[config.mk]
export PLATFORM = sky130hd
export DESIGN_NAME = mem_ctrl
export DESIGN_NICKNAME = d
export VERILOG_FILES = /design/src/rtl/mem_pkg.sv /design/src/rtl/sram_phase_timer.sv /design/src/rtl/mem_ctrl.sv
export SDC_FILE = /design/constraint.sdc
export NUM_CORES = 1
export LEC_CHECK = 0
export ABC_AREA = 1
export BUFFER_PORTS_ARGS = -buffer_cell sky130_fd_sc_hd__buf_2
export CAP_MARGIN = 40
export CORE_MARGIN = 4
export CORE_UTILIZATION = 28
export CTS_CLUSTER_SIZE = 40
export DETAILED_ROUTE_END_ITERATION = 10
export PLACE_DENSITY = 0.59
export SLEW_MARGIN = 20
export SYNTH_ARGS = -nofsm -noshare
export SYNTH_HDL_FRONTEND = slang
export SYNTH_HIERARCHICAL = 1
export SYNTH_SLANG_ARGS = --single-unit
[constraint.sdc]
create_clock -name clk -period 3.5 [get_ports clk]
set_input_delay 0.175 -clock clk [delete_from_list [all_inputs] [get_ports clk]]
set_output_delay 0.175 -clock clk [all_outputs]
set_load 0.01 [all_outputs]
[src/rtl/mem_pkg.sv]
// rtl/mem_pkg.sv - shared types and widths for the word-to-byte SRAM controller
package mem_pkg;

    localparam int MEM_WORD_W  = 16;
    localparam int SRAM_BYTE_W = 8;
    localparam int SRAM_ADDR_W = 17;
    localparam int PHASE_CNT_W = 4;

    typedef enum logic [2:0] {
        IDLE,
        RD_LO,
        RD_HI,
        WR_LO,
        WR_HI,
        DONE
    } mem_state_t;

endpackage

[src/rtl/sram_phase_timer.sv]
// rtl/sram_phase_timer.sv - loadable down-counter timing one SRAM byte phase
import mem_pkg::*;

module sram_phase_timer (
    input  logic                   clk,
    input  logic                   rst_n,
    input  logic                   load,
    input  logic [PHASE_CNT_W-1:0] load_val,
    output logic [PHASE_CNT_W-1:0] count,
    output logic                   last
);

    always_ff @(posedge clk or negedge rst_n) begin
        if (!rst_n) begin
            count <= '0;
        end else if (load) begin
            count <= load_val;
        end else if (count != '0) begin
            count <= count - 1'b1;
        end
    end

    assign last = (count == '0);

endmodule

[src/rtl/mem_ctrl.sv]
// rtl/mem_ctrl.sv - 16-bit request responder on an 8-bit async SRAM; MEM_CTRL_RDCACHE_EN adds a last-read cache
import mem_pkg::*;

module mem_ctrl #(
    parameter int WAIT_STATES = 1
) (
    input  logic                   clk,
    input  logic                   rst_n,
    input  logic                   ram_read,
    input  logic                   ram_write,
    input  logic [MEM_WORD_W-1:0]  req_addr,
    input  logic [MEM_WORD_W-1:0]  req_wdata,
    output logic                   mem_busy,
    output logic                   mem_ready,
    output logic [MEM_WORD_W-1:0]  mem_rdata,
    output logic [SRAM_ADDR_W-1:0] sram_addr,
    input  logic [SRAM_BYTE_W-1:0] sram_dq_i,
    output logic [SRAM_BYTE_W-1:0] sram_dq_o,
    output logic                   sram_dq_oe,
    output logic                   sram_ce_n,
    output logic                   sram_oe_n,
    output logic                   sram_we_n
);

    localparam logic [PHASE_CNT_W-1:0] PHASE_LOAD = PHASE_CNT_W'(WAIT_STATES);

    mem_state_t             state;
    logic [MEM_WORD_W-1:0]  addr_q;
    logic [SRAM_BYTE_W-1:0] wdata_hi_q;
    logic [SRAM_BYTE_W-1:0] lo_byte;
    logic [PHASE_CNT_W-1:0] tmr_count;
    logic                   tmr_last;
    logic                   tmr_load;
    logic                   accept;
    logic                   rd_done;
    logic                   cache_hit;
    logic [MEM_WORD_W-1:0]  cache_rdata;

    assign accept  = (state == IDLE) || (state == DONE);
    assign rd_done = (state == RD_HI) && tmr_last;
    // Reload on a new transaction and on the low-to-high byte handover.
    assign tmr_load = (accept && (ram_write || (ram_read && !cache_hit))) ||
                      (((state == RD_LO) || (state == WR_LO)) && tmr_last);

    sram_phase_timer u_timer (
        .clk      (clk),
        .rst_n    (rst_n),
        .load     (tmr_load),
        .load_val (PHASE_LOAD),
        .count    (tmr_count),
        .last     (tmr_last)
    );

`ifdef MEM_CTRL_RDCACHE_EN
    logic                  cache_valid;
    logic [MEM_WORD_W-1:0] cache_addr;
    logic [MEM_WORD_W-1:0] cache_data;

    assign cache_hit   = cache_valid && (cache_addr == req_addr);
    assign cache_rdata = cache_data;

    always_ff @(posedge clk or negedge rst_n) begin
        if (!rst_n) begin
            cache_valid <= 1'b0;
            cache_addr  <= '0;
            cache_data  <= '0;
        end else if (rd_done) begin
            cache_valid <= 1'b1;
            cache_addr  <= addr_q;
            cache_data  <= {sram_dq_i, lo_byte};
        end else if (accept && ram_write && cache_hit) begin
            cache_data  <= req_wdata;
        end
    end
`else
    assign cache_hit   = 1'b0;
    assign cache_rdata = '0;
`endif

    always_ff @(posedge clk or negedge rst_n) begin
        if (!rst_n) begin
            state      <= IDLE;
            addr_q     <= '0;
            wdata_hi_q <= '0;
            lo_byte    <= '0;
            mem_busy   <= 1'b0;
            mem_ready  <= 1'b0;
            mem_rdata  <= '0;
            sram_addr  <= '0;
            sram_dq_o  <= '0;
            sram_dq_oe <= 1'b0;
            sram_ce_n  <= 1'b1;
            sram_oe_n  <= 1'b1;
            sram_we_n  <= 1'b1;
        end else begin
            mem_ready <= 1'b0;
            case (state)
                IDLE, DONE: begin
                    state <= IDLE;
                    if (ram_write) begin
                        state      <= WR_LO;
                        mem_busy   <= 1'b1;
                        addr_q     <= req_addr;
                        wdata_hi_q <= req_wdata[15:8];
                        sram_addr  <= {req_addr, 1'b0};
                        sram_dq_o  <= req_wdata[7:0];
                        sram_dq_oe <= 1'b1;
                        sram_ce_n  <= 1'b0;
                        sram_we_n  <= 1'b0;
                    end else if (ram_read && cache_hit) begin
                        state     <= DONE;
                        mem_ready <= 1'b1;
                        mem_rdata <= cache_rdata;
                    end else if (ram_read) begin
                        state     <= RD_LO;
                        mem_busy  <= 1'b1;
                        addr_q    <= req_addr;
                        sram_addr <= {req_addr, 1'b0};
                        sram_ce_n <= 1'b0;
                        sram_oe_n <= 1'b0;
                    end
                end
                RD_LO: begin
                    if (tmr_last) begin
                        state     <= RD_HI;
                        lo_byte   <= sram_dq_i;
                        sram_addr <= {addr_q, 1'b1};
                    end
                end
                RD_HI: begin
                    if (tmr_last) begin
                        state     <= DONE;
                        mem_busy  <= 1'b0;
                        mem_ready <= 1'b1;
                        mem_rdata <= {sram_dq_i, lo_byte};
                        sram_ce_n <= 1'b1;
                        sram_oe_n <= 1'b1;
                    end
                end
                WR_LO: begin
                    // we_n rises for the final cycle of each phase to hold address/data.
                    if (tmr_last) begin
                        state     <= WR_HI;
                        sram_addr <= {addr_q, 1'b1};
                        sram_dq_o <= wdata_hi_q;
                        sram_we_n <= 1'b0;
                    end else begin
                        sram_we_n <= (tmr_count == PHASE_CNT_W'(1));
                    end
                end
                WR_HI: begin
                    if (tmr_last) begin
                        state      <= IDLE;
                        mem_busy   <= 1'b0;
                        sram_dq_oe <= 1'b0;
                        sram_ce_n  <= 1'b1;
                        sram_we_n  <= 1'b1;
                    end else begin
                        sram_we_n <= (tmr_count == PHASE_CNT_W'(1));
                    end
                end
                default: begin
                    state <= IDLE;
                end
            endcase
        end
    end

endmodule

* Yosys cells after proc, flatten, opt, wreduce, memory -nomap -nowiden
Index checks and enable logic that the tools add are counted.
** Word-level totals
- Bits of input ports :: 44
- Bits in registers :: 86
- Logic and storage cells :: 98
- Output and inout bits :: 47
** Operators by class
- Eq/ne operators :: 16
- Reduce and logical (&&, ||, !) cells :: 31
- Multiplexer cells :: 36
- Add/sub/neg operators :: 1
** Operators by type and width (number)
- $mux 17 :: 3
- $pmux 17 s2 :: 1
- $mux 16 :: 2
- $mux 8 :: 2
- $pmux 8 s2 :: 1
- $pmux 3 s5 :: 1
- $mux 1 :: 14
- $ne 2x2->1 const B :: 7
- $reduce_bool 2->1 :: 7
- $mux 3 :: 4
- $reduce_and 3->1 :: 4
- $reduce_and 2->1 :: 5
- $mux 4 :: 2
- $pmux 1 s2 :: 4
- $reduce_and 4->1 :: 2
- $eq 3x2->1 const B :: 2
- $eq 3x3->1 const B :: 2
- $reduce_or 2->1 :: 3
- $eq 4x1->1 const B :: 1
- $logic_not 4->1 :: 1
- $logic_or 1x1->1 :: 4
- $ne 2x1->1 const B :: 2
- $reduce_bool 4->1 :: 1
- $sub 4x1->4 const B :: 1
- other kinds (7) :: 8

* Longest topological paths before layout
Gate-level depths: netlist of the first run.
- Depth after elaboration :: 5
- Mapped depth :: 12
- Gate-level depth less buffers :: 11

* Hierarchy
The synthesis of the first run kept the hierarchy.
** Modules (own cells, without submodules)
- mem_ctrl :: area each 3709.8 sq um, seq. area each 2055.7 sq um, cells an instance 423, instances 1
- sram_phase_timer :: area each 242.7 sq um, seq. area each 100.1 sq um, cells an instance 34, instances 1

* Worst setup path before layout of the first run
OpenSTA, ideal clock, no wires.
- Path type :: flip-flop to flip-flop
- Start point :: register u_timer.count[0]
- End point :: register u_timer.count[3]
- Library setup time :: 116 ps
- Data arrival time :: 1577 ps
- Path buffers :: 1
- Setup slack :: 1807 ps
- Required time :: 3384 ps
- Cell stages (with the launch flop) :: 13
- Cell sequence :: dfrtp_1 > inv_1 > ha_1 > nand2_1 > inv_1 > nand2_4 > nand2_4 > buf_6 > inv_1 > nand2_1 > inv_1 > nand2_1 > nand2_1
** Between the ends
- Longest elaborated chain between the ends :: 4
- Elaborated cells on any way between the ends :: 8
- Those cells by class :: add/sub: 1; mux: 2; reduce/logical: 5
** RTL lines
- start: declaration :: RTL line sram_phase_timer.sv:9 : output logic [PHASE_CNT_W-1:0] count,
- start signal: assignment :: RTL line sram_phase_timer.sv:17 : count <= load_val;
- start signal: assignment :: RTL line sram_phase_timer.sv:19 : count <= count - 1'b1;
- $logic_not 4->1 * :: RTL line sram_phase_timer.sv:23 : assign last = (count == '0);
- net tmr_last :: RTL line mem_ctrl.sv:32 : logic tmr_last;
- $logic_and 1x1->1 * :: RTL line mem_ctrl.sv:43 : (((state == RD_LO) || (state == WR_LO)) && tmr_last);
- $logic_or 1x1->1 * :: RTL line mem_ctrl.sv:42 : assign tmr_load = (accept && (ram_write || (ram_read && !cache_hit))) ||
- net tmr_load :: RTL line mem_ctrl.sv:33 : logic tmr_load;
- $mux 4 / $reduce_bool 2->1 (equally long branches)
Mark *: on every way through the listed nets, which the timed path passes. The rest lies on a longest branch. The select of a mux whose other input is x is not followed.
A chain may end at the register's enable or synchronous reset.

* Worst setup path in the final report of the first run
- Start point :: register state[2]
- End point :: register u_timer.count[1]
** Between the ends
- Longest elaborated chain between the ends :: 5
- Elaborated cells on any way between the ends :: 11
- Those cells by class :: eq/ne: 3; mux: 1; reduce/logical: 7
** RTL lines
- start: declaration :: RTL line mem_ctrl.sv:27 : mem_state_t state;
- start signal: assignment :: RTL line mem_ctrl.sv:82 : state <= IDLE;
- start signal: assignment :: RTL line mem_ctrl.sv:99 : state <= IDLE;
- start signal: assignment :: RTL line mem_ctrl.sv:101 : state <= WR_LO;
- $eq 3x3->1 (tied with other cells) :: RTL line mem_ctrl.sv:39 : assign accept = (state == IDLE) || (state == DONE);
- $logic_or 1x1->1 (on tied branches) :: RTL line mem_ctrl.sv:39, mem_ctrl.sv:43
- $logic_and 1x1->1 (on tied branches) :: RTL line mem_ctrl.sv:42, mem_ctrl.sv:43
- $logic_or 1x1->1 * :: RTL line mem_ctrl.sv:42
- $mux 4 / $reduce_bool 2->1 (equally long branches)
Every way passes the cells marked *; elsewhere a longest branch is shown, timed or not.

==> insert_results.sql, run 1 <==
INSERT INTO impl_metrics (metric_group, metric, value, unit) VALUES
('yosys', 'netlist_top_cells_area', 'dfrtp_1, nand2_1, nand3_1', ''),
('setup_path', 'worst_ep_arrival_time', '2400', 'ps'),
('layout', 'area_added_between_synthesis_and_finish', '21.6', '%'),
('cts', 'clkTransAtPathRegs', '60', 'ps'),
('setup_path', 'critical_path.reg2reg.endpoint', 'u_timer/count[1]', ''),
('place', 'place.gp.congestion', '0.755', ''),
('cts', 'cts.htree.levels', '3', ''),
('global_routing', 'grt-ovfl-total', '0', ''),
('layout', 'finalNetCount', '589', ''),
('cts', 'cts_resized', '0', ''),
('floorplan', 'initial_core_util', '28.6', '%'),
('route', 'firstDrtPassIters', '5', ''),
('sta', 'whs', '74.6', 'ps'),
('floorplan', 'dieWidth', '127', 'um'),
('global_routing', 'grt_util_all_layers', '12.0', '%'),
('yosys', 'synth.cell_area', '3950', 'um2'),
('yosys', 'synth_seq_area_share', '54.5', '%'),
('global_routing', 'grt_max_degree', '60', ''),
('hold_path', 'worstHoldPathCells', '3', ''),
('layout', 'layout.cell_area.non_filler', '4810', 'um2'),
('run_status', 'run_status', 'finished, final reports clean', ''),
('layout', 'fraction_of_layout_cells_with_a_size_suffix_above_1', '25.5', '%'),
('cts', 'tritoncts', 'yes', ''),
('yosys', 'netlist.area_leader.share', '52.5', '%'),
('hold_path', 'min_delay_worst_endpoint', 'mem_rdata[15]', ''),
('sta', 'worst_clock_skew', '7.57', 'ps'),
('sta', 'final-setup-viol-count', '0', ''),
('pwr', 'powerDensity', '966', 'nW/um2'),
('route', 'wirelength', '9250', 'um'),
('yosys', 'synth.avg_cell_area', '8.65', 'um2'),
('yosys', 'synth_warnings', '6', ''),
('pwr', 'power.ir.vdd_worst', '0.283', 'mV'),
('floorplan', 'ios', '91', ''),
('cts', 'numCtsBuffers', '9', ''),
('sta', 'slew_viol_final', '0', ''),
('setup_path', 'critical_path.reg2reg.startpoint', 'state[2]', ''),
('route', 'drc', '0', ''),
('place', 'port_buffers', '90', ''),
('layout', 'n_antenna_cell', '0', ''),
('cts', 'cts.path.max_buffers', '2', ''),
('route', 'detailedRoute.firstIterationViolations', '200', ''),
('global_routing', 'grt_pass1_wl', '15700', 'um'),
('route', 'route.vias.total', '3228', ''),
('route', 'viasPerCell', '4.43', ''),
('cts', 'skew_pair_late_insertion_delay', '340', 'ps'),
('setup_path', 'required_time_of_the_critical_path', '3720', 'ps'),
('sta', 'min_period_over_period', '62.4', '%'),
('hold_path', 'worstHoldStart', 'sram_dq_i[7]', ''),
('hold_path', 'timing.hold.worst.class', 'in -> reg', ''),
('yosys', 'synth_cell_types', '27', ''),
('pwr', 'cellLeakagePower', '2.60', 'nW'),
('sta', 'sum_of_negative_setup_slack', '0', 'ps'),
('yosys', 'ys_seq_elements', '86', ''),
('cts', 'clock_sinks', '86', ''),
('floorplan', 'core', '13800', 'um2'),
('global_routing', 'grt_pass1_vias', '3164', ''),
('setup_path', 'setup.worst_path.start_class', 'register', ''),
('yosys', 'postSynthCellCount', '457', ''),
('sta', 'min_period', '2180', 'ps'),
('global_routing', 'grt_antenna_before_repair', '0', ''),
('floorplan', 'dieArea', '16100', 'um2'),
('setup_path', 'reg2reg_depth', '9', ''),
('setup_path', 'r2r_setup_slack', '1320', 'ps'),
('route', 'antenna_violating_nets_post_route', '0', ''),
('place', 'placedInstanceArea', '4500', 'um2'),
('sta', 'fmaxAchievable', '0.458', 'GHz'),
('sta', 'timing_worst_slew_pin_value', '526', 'ps'),
('sta', 'timing.final.hold_violations', '0', ''),
('place', 'hpwlAfterDp', '6510', 'um'),
('layout', 'num-fill-cells', '1424', ''),
('floorplan', 'floorplan.rows', '43', ''),
('yosys', 'synth_largest_area_cell', 'dfrtp_1', ''),
('route', 'routed_wire_length_per_instance', '12.7', 'um'),
('setup_path', 'setup.worst_path.class', 'reg -> reg', ''),
('sta', 'rsz0062_at_grt', 'no', ''),
('sta', 'slew_headroom', '64.9', '%'),
('setup_path', 'worst_setup_path_end_kind', 'register', ''),
('floorplan', 'die_height', '127', 'um'),
('cts', 'clk_root_buffer_cell', 'clkbuf_16', ''),
('setup_path', 'critical_path.max_fanout', '52', ''),
('run', 'cap_viol_max_count', '0', '');
==> worst max path at each step <==
stage | endpoint | start
after CTS | u_timer/count[1] | state[2]
after global routing | u_timer/count[1] | state[2]
after detailed placement | u_timer/count[1] | state[2]
final | u_timer/count[1] | state[2]
after global placement | u_timer/count[0] | state[2]
after floorplan | u_timer/count[3] | u_timer/count[0]
==> flip-flops by register name, indices dropped and copies added, names as in the netlist, 3 cells and up <==
name,cells
wdata_hi_q,8
sram_addr,17
addr_q,16
sram_dq_o,8
lo_byte,8
state,3
u_timer/count,4
mem_rdata,16
==> area by class of cell <==
class / count / area [um2] / share of cell area [%]
multi-input cells: 307 / 1480 / 30.7
well taps: 180 / 225 / 4.69
flip-flops and latches: 86 / 2160 / 44.9
repair buffers: 93 / 498 / 10.4
inverters: 47 / 181 / 3.78
clock buffers: 11 / 233 / 4.84
clock inverters: 5 / 36.3 / 0.755
==> where the power goes <==
part,total (mW),switching (mW),leakage (nW),internal [mW]
combinational,2.00,1.29,1.42,0.711
sequential,1.77,0.285,1.04,1.48
clock,0.878,0.395,0.133,0.483
total,4.64,1.97,2.60,2.67
==> through the flow <==
stage / std cells / util [%] / setup WS (ps) / total power, mW
floorplan: 459 / - / 1810 / 3.27
global route: 729 / 34.8 / 1040 / 5.09
finish: 729 / 34.8 / 1320 / 4.64
CTS: 728 / 34.6 / 1330 / 4.72
detailed placement: 711 / 32.5 / 1350 / 3.82
global placement: 711 / 32.5 / 1410 / 3.75
==> layer usage <==
layer | track usage, % | share of wire [%] | up-vias | wire length, um
li1 | - | - | 1624 | -
met1 | 15.6 | 46 | 1505 | 4220
met2 | 18.8 | 46 | 87 | 4260
met3 | 3.24 | 6.3 | 12 | 586
met4 | 5.55 | 2.0 | 0 | 187
met5 | 0 | 0 | - | 0
==> what timing repair did <==
action,in CTS,in global routing
hold buffers,1,0
endpoints found under the hold margin,56,0
buffers inserted,0,0
==> logic make-up after synthesis <==
kind of cell / synth area share [%]
flops: 54.5
buf+inv: 8.29
other cells: 0.190
xor+xnor: 0.222
simple gates: 26.3
compound gates: 10.2
fa+ha+maj: 0.317
==> worst max-delay path, cell delays in order (launching register included) <==
cell	delay (ps)
dfrtp_1	610
inv_2	130
nand2_2	120
nand2_4	90
nand2_4	410
nand2_4	280
inv_1	160
nand3_2	110
nand2_1	70
o21ai_0	70
==> placed cells by master, fill, tap and decap left out, types with 3 or more instances in the layout <==
cell / netlist / layout
a21oi_1: 10 / 10
buf_2: 9 / 89
clkbuf_16: 0 / 9
clkinv_4: 0 / 3
conb_1: 2 / 4
dfrtp_1: 83 / 83
dfstp_2: 3 / 3
inv_1: 42 / 42
inv_2: 3 / 3
nand2_1: 159 / 159
nand2_2: 3 / 3
nand2_4: 5 / 5
nand3_1: 34 / 34
nand3_2: 4 / 4
nor2_1: 13 / 13
nor2_4: 3 / 3
o21ai_0: 24 / 24
o21ai_1: 31 / 31
o21ai_2: 7 / 7
==> synthesized netlist by cell type <==
cell        n
nor2_8      1
o21ai_0    24
nor2_2      1
nand3_2     4
nand2_4     5
a21oi_1    10
nand2_2     3
o211ai_1    2
buf_4       3
nand3_1    34
inv_4       2
dfrtp_1    83
inv_1      42
inv_2       3
nand2_1   159
nor2_4      3
ha_1        1
nand3_4     2
o21ai_2     7
buf_2       9
nand4_1     2
buf_6       7
dfstp_2     3
xnor2_1     1
nor2_1     13
o21ai_1    31
conb_1      2
No activity file was read; power rests on OpenSTA's default activity.
==> run 2: changes to the inputs <==
Clock period 3.5 ns to 2.05 ns, I/O delays scaled along.
==> insert_results.sql, run 2 (synthesis results as in run 1) <==
INSERT INTO impl_metrics (metric_group, metric, value, unit) VALUES
('pwr', 'powerDensity', '1650', 'nW/um2'),
('sta', 'min_period_over_period', '92.4', '%'),
('floorplan', 'die_height', '127', 'um'),
('route', 'antenna_violating_nets_post_route', '0', ''),
('layout', 'final_cell_mix', 'nand2_1, buf_2, dfrtp_1, inv_1, nand3_1', ''),
('floorplan', 'ios', '91', ''),
('sta', 'fmaxAchievable', '0.528', 'GHz'),
('run', 'cap_viol_max_count', '0', ''),
('floorplan', 'dieWidth', '127', 'um'),
('layout', 'layout.core_utilization', '35.2', '%'),
('run_status', 'run_status', 'finished, final reports clean', ''),
('route', 'routed_wire_length_per_instance', '12.4', 'um'),
('layout', 'finalNetCount', '595', ''),
('global_routing', 'grt-ovfl-total', '0', ''),
('route', 'drc', '0', ''),
('sta', 'worst_clock_skew', '6.97', 'ps'),
('setup_path', 'setup.worst_path.start_class', 'register', ''),
('sta', 'final-setup-viol-count', '0', ''),
('layout', 'largest_register', 'sram_addr', ''),
('setup_path', 'worst_setup_path_end_kind', 'register', ''),
('hold_path', 'timing.hold.worst.class', 'in -> reg', ''),
('layout', 'final_common_cell', 'nand2_1', ''),
('layout', 'largest_register_ffs', '17', ''),
('layout', 'top_regs', 'sram_addr: 17 flops, addr_q: 16 flops, mem_rdata: 16 flops', ''),
('setup_path', 'critical_path.max_fanout', '25', ''),
('global_routing', 'grt_pass1_wl', '15300', 'um'),
('sta', 'slew_viol_final', '0', ''),
('floorplan', 'core', '13800', 'um2'),
('setup_path', 'worstPathCellList', 'inv_1 > ha_1 > nand2_1 > inv_1 > inv_2 > nor2_4 > inv_2 > nand2_1 > o21ai_2', ''),
('layout', 'n_antenna_cell', '0', ''),
('cts', 'tritoncts', 'yes', ''),
('global_routing', 'grt_max_degree', '51', ''),
('global_routing', 'grt_antenna_before_repair', '0', ''),
('global_routing', 'grt_util_all_layers', '11.6', '%'),
('route', 'viasPerCell', '4.33', ''),
('place', 'place.gp.congestion', '0.740', ''),
('global_routing', 'met3_resource_use_gr', '2.65', '%'),
('place', 'port_buffers', '90', ''),
('layout', 'area_added_between_synthesis_and_finish', '23.2', '%'),
('floorplan', 'initial_core_util', '28.6', '%'),
('global_routing', 'grt_pass1_vias', '3137', ''),
('setup_path', 'setup.worst_path.class', 'reg -> reg', ''),
('pwr', 'power.ir.vdd_worst', '0.585', 'mV'),
('setup_path', 'timing.critical_path.slowest_cell_delay', '390', 'ps'),
('setup_path', 'required_time_of_the_critical_path', '2260', 'ps'),
('pwr', 'cellLeakagePower', '2.64', 'nW'),
('layout', 'fraction_of_layout_cells_with_a_size_suffix_above_1', '25.9', '%'),
('route', 'detailedRoute.firstIterationViolations', '168', ''),
('cts', 'skew_pair_late_insertion_delay', '330', 'ps'),
('place', 'hpwlAfterDp', '6430', 'um'),
('route', 'wirelength', '9090', 'um'),
('cts', 'cts.path.max_buffers', '2', ''),
('route', 'firstDrtPassIters', '4', ''),
('sta', 'sum_of_negative_setup_slack', '0', 'ps'),
('sta', 'rsz0062_at_grt', 'no', ''),
('route', 'route.vias.total', '3179', ''),
('cts', 'clock_sinks', '86', ''),
('floorplan', 'dieArea', '16100', 'um2'),
('global_routing', 'grt_busiest_layer', 'met2', ''),
('cts', 'clkTransAtPathRegs', '60', 'ps'),
('setup_path', 'critical_path.slowest_cell', 'dfrtp_1', ''),
('global_routing', 'globalRouteMet2Util', '18.9', '%'),
('setup_path', 'worst_ep_arrival_time', '2100', 'ps'),
('global_routing', 'gr-usage-met1', '14.9', '%'),
('sta', 'timing.final.hold_violations', '0', ''),
('sta', 'min_period', '1900', 'ps'),
('cts', 'cts.htree.levels', '3', ''),
('floorplan', 'floorplan.rows', '43', ''),
('cts', 'clk_root_buffer_cell', 'clkbuf_16', ''),
('cts', 'numCtsBuffers', '9', '');
==> run 2: cell count changes in the layout (fill, tap and decap cells not counted) <==
| cell | before | now |
|---|---|---|
| clkinv_4 | 3 | 1 |
| buf_16 | 1 | 0 |
| dlygate4sd3_1 | 1 | 3 |
| clkbuf_8 | 0 | 2 |
| buf_12 | 0 | 2 |
| buf_4 | 2 | 5 |
==> run 2: layer usage <==
layer,vias to the layer above,part of all wire (%)
met5,-,0
met4,0,1.4
met3,10,5.2
met2,62,47
met1,1473,46
li1,1634,-
==> run 2: worst paths after layout <==
path,startpoint,end,slack (ps),cells after the start
worst min-delay path,req_wdata[10],wdata_hi_q[2],20,3
min in group asynchronous,rst_n,sram_dq_o[0],270,2
worst max register to register,u_timer/count[0],mem_rdata[7],150,9
worst max-delay path,u_timer/count[0],mem_rdata[7],150,9
max in group asynchronous,rst_n,sram_we_n,1090,3
worst min register to register,mem_rdata[6],mem_rdata[6],470,2
==> run 2: area by class of cell <==
type                    count  area, um2
flip-flops and latches     86       2160
clock buffers              13        260
inverters                  47        181
multi-input cells         307       1480
clock inverters             3       18.8
repair buffers             99        553
well taps                 180        225
fillers                  1446       8960
==> run 2: worst max-delay path: cells and delay by family, from the launching register on <==
| family | cells | cell delay, ps |
|---|---|---|
| buffers and inverters | 4 | 690 |
| and+or+nand+nor | 3 | 370 |
| adders and majority gates | 1 | 250 |
| DFF | 1 | 390 |
| AOI/OAI and AO/OA | 1 | 50 |
==> run 2: repair_timing <==
| action | 4_1_cts | 5_1_grt |
|---|---|---|
| buffers inserted | 0 | 0 |
| setup endpoints to repair | 0 | 0 |
| gates resized for setup | 0 | 0 |
| hold buffers | 3 | 0 |
| endpoints found under the hold margin | 38 | 0 |
==> run 2: power breakdown <==
part           total, mW  switching, mW  internal, mW
clock               1.52          0.630         0.886
combinational       3.51           2.22          1.29
sequential          3.00          0.473          2.53
==> run 2: through the flow <==
stage                     std cells  worst slack, ps  hold slack [ps]  instance area, um2  total power, mW
after detailed placement        716              183              102                4560             6.61
after global placement          716              272             95.6                4560             6.50
final                           735              155             18.6                4870             8.03
after global routing            735             3.50             18.7                4870             8.76
after CTS                       735              164            0.555                4870             8.21
after floorplan                 459              357             -193                3960             5.58
==> run 3: changes to the inputs <==
Settings changed: PLACE_DENSITY 0.59 to 0.61.
Clock period 2.05 ns to 1.7 ns, I/O delays scaled along.
==> insert_results.sql, run 3 (synthesis results as in run 1) <==
INSERT INTO impl_metrics (metric_group, metric, value, unit) VALUES
('run_status', 'run_status', 'finished, final reports clean', ''),
('floorplan', 'initial_core_util', '28.6', '%'),
('sta', 'slew_viol_final', '0', ''),
('setup_path', 'required_time_of_the_critical_path', '1930', 'ps'),
('layout', 'num-fill-cells', '1395', ''),
('layout', 'layout.core_utilization', '37.1', '%'),
('layout', 'multi_input_area', '1480', 'um2'),
('cts', 'tritoncts', 'yes', ''),
('floorplan', 'floorplan.rows', '43', ''),
('sta', 'min_period', '1550', 'ps'),
('setup_path', 'timing.critical_path.slowest_cell_delay', '490', 'ps'),
('sta', 'final-setup-viol-count', '0', ''),
('layout', 'layout.area.seq', '2160', 'um2'),
('global_routing', 'grt-ovfl-total', '0', ''),
('layout', 'largest_register_ffs', '17', ''),
('sta', 'min_period_over_period', '91.4', '%'),
('global_routing', 'grt_antenna_before_repair', '0', ''),
('place', 'place.detailed.instances', '725', ''),
('place', 'place.gp.congestion', '0.809', ''),
('floorplan', 'dieArea', '16100', 'um2'),
('cts', 'cts.path.max_buffers', '2', ''),
('route', 'routed_wire_length_per_instance', '12.3', 'um'),
('layout', 'final_common_cell', 'nand2_1', ''),
('cts', 'clk_root_buffer_cell', 'clkbuf_16', ''),
('cts', 'post-cts-setup-buffer-count', '0', ''),
('route', 'route.vias.total', '3254', ''),
('floorplan', 'dieWidth', '127', 'um'),
('route', 'antenna_violating_nets_post_route', '0', ''),
('place', 'hpwlAfterDp', '6860', 'um'),
('layout', 'fraction_of_layout_cells_with_a_size_suffix_above_1', '27.2', '%'),
('cts', 'clock_sinks', '86', ''),
('setup_path', 'setup.worst_path.class', 'reg -> reg', ''),
('cts', 'skew_pair_late_insertion_delay', '350', 'ps'),
('sta', 'timing.final.hold_violations', '0', ''),
('sta', 'worst_clock_skew', '9.31', 'ps'),
('route', 'firstDrtPassIters', '4', ''),
('sta', 'sum_of_negative_setup_slack', '0', 'ps'),
('cts', 'numCtsBuffers', '9', ''),
('layout', 'final_cell_mix', 'nand2_1, buf_2, dfrtp_1, inv_1, nand3_1', ''),
('pwr', 'cellLeakagePower', '2.75', 'nW'),
('layout', 'finalNetCount', '621', ''),
('global_routing', 'grt_pass1_wl', '16000', 'um'),
('layout', 'layout.cell_area.non_filler', '5130', 'um2'),
('global_routing', 'grt_util_all_layers', '12.4', '%'),
('floorplan', 'ios', '91', ''),
('setup_path', 'critical_path.slowest_cell', 'dfrtp_2', ''),
('setup_path', 'worst_setup_path_end_kind', 'register', ''),
('layout', 'largest_register', 'sram_addr', ''),
('pwr', 'powerDensity', '1960', 'nW/um2'),
('run', 'cap_viol_max_count', '0', ''),
('route', 'viasPerCell', '4.28', ''),
('pwr', 'power.ir.vdd_worst', '0.631', 'mV'),
('global_routing', 'grt_pass1_vias', '3282', ''),
('setup_path', 'critical-path-top-delay-family', 'simple AND/OR/NAND/NOR gates', ''),
('layout', 'finalNonFillerCells', '761', ''),
('route', 'drc', '0', ''),
('setup_path', 'worst_ep_arrival_time', '1790', 'ps'),
('route', 'wirelength', '9340', 'um'),
('setup_path', 'worstPathCellList', 'inv_4 > nand3_2 > nand2_4 > nand2_4 > nand2_4 > inv_1 > nand2_1 > inv_1 > nand2_1 > nand2_1', ''),
('setup_path', 'setup.worst_path.start_class', 'register', ''),
('sta', 'rsz0062_at_grt', 'no', ''),
('pwr', 'sum_of_internal_switching_and_leakage_power', '10.0', 'mW'),
('setup_path', 'count_of_buffering_cells_on_the_critical_path_with_inverters_included', '3', ''),
('sta', 'fmaxAchievable', '0.644', 'GHz'),
('layout', 'top_regs', 'sram_addr: 17 flops, addr_q: 16 flops, mem_rdata: 16 flops', ''),
('setup_path', 'critical_path.max_fanout', '14', ''),
('layout', 'n_antenna_cell', '0', ''),
('hold_path', 'timing.hold.worst.class', 'in -> reg', ''),
('layout', 'area_added_between_synthesis_and_finish', '29.9', '%'),
('floorplan', 'die_height', '127', 'um'),
('cts', 'cts.htree.levels', '3', ''),
('cts', 'clkTransAtPathRegs', '60', 'ps'),
('route', 'detailedRoute.firstIterationViolations', '148', ''),
('floorplan', 'core', '13800', 'um2'),
('global_routing', 'grt_max_degree', '40', ''),
('place', 'port_buffers', '90', ''),
('place', 'placedInstanceArea', '4630', 'um2');
run 3: what timing repair did:
item	in CTS	in global routing
setup endpoints to repair	2	24
gates resized for setup	1	4
hold endpoints to repair	47	0
hold buffers	20	0
run 3: worst paths after layout:
| path | to | startpoint | slack [ps] | cells past startpoint |
|---|---|---|---|---|
| setup / recovery | u_timer/count[3] | state[1] | 150 | 10 |
| hold / removal | addr_q[7] | req_addr[7] | 6 | 3 |
| setup reg to reg | u_timer/count[3] | state[1] | 150 | 10 |
| hold reg to reg | mem_rdata[1] | mem_rdata[1] | 470 | 2 |
| max in group asynchronous | addr_q[13] | rst_n | 930 | 3 |
| min in group asynchronous | wdata_hi_q[2] | rst_n | 220 | 2 |
run 3: metrics by stage:
step / hold WS (ps) / setup slack [ps]
detailed placement: 52.5 / -26.1
floorplan: -211 / 6.80
CTS: 1.60 / 35.6
global route: 8.03 / 2.56
finish: 6.36 / 147
global placement: 52.5 / 72.2
run 3: power by group:
group	switching, mW	internal, mW	total, mW
sequential	0.596	3.06	3.65
clock	0.841	1.15	1.99
combinational	2.69	1.70	4.39
total	4.13	5.91	10.0
run 3: worst min-delay path: stages:
cell     delay [ps]
buf_2           100
inv_1            60
o21ai_1          70
run 3: layout make-up:
type                            instances  share of cell area, %
Tap cell                              180                   4.39
Timing Repair Buffer                  125                   15.4
Inverter                               47                   3.58
Clock buffer                           10                   4.46
Clock inverter                          6                   1.36
Multi-Input combinational cell        307                   28.8
Sequential cell                        86                   42.1
run 3: layer usage:
metal,GRT usage (%),share of wire [%],up-vias
met5,0,0,-
met4,6.12,2.1,0
met3,3.03,4.6,14
met2,20.0,48,63
met1,15.5,45,1488
li1,-,-,1689
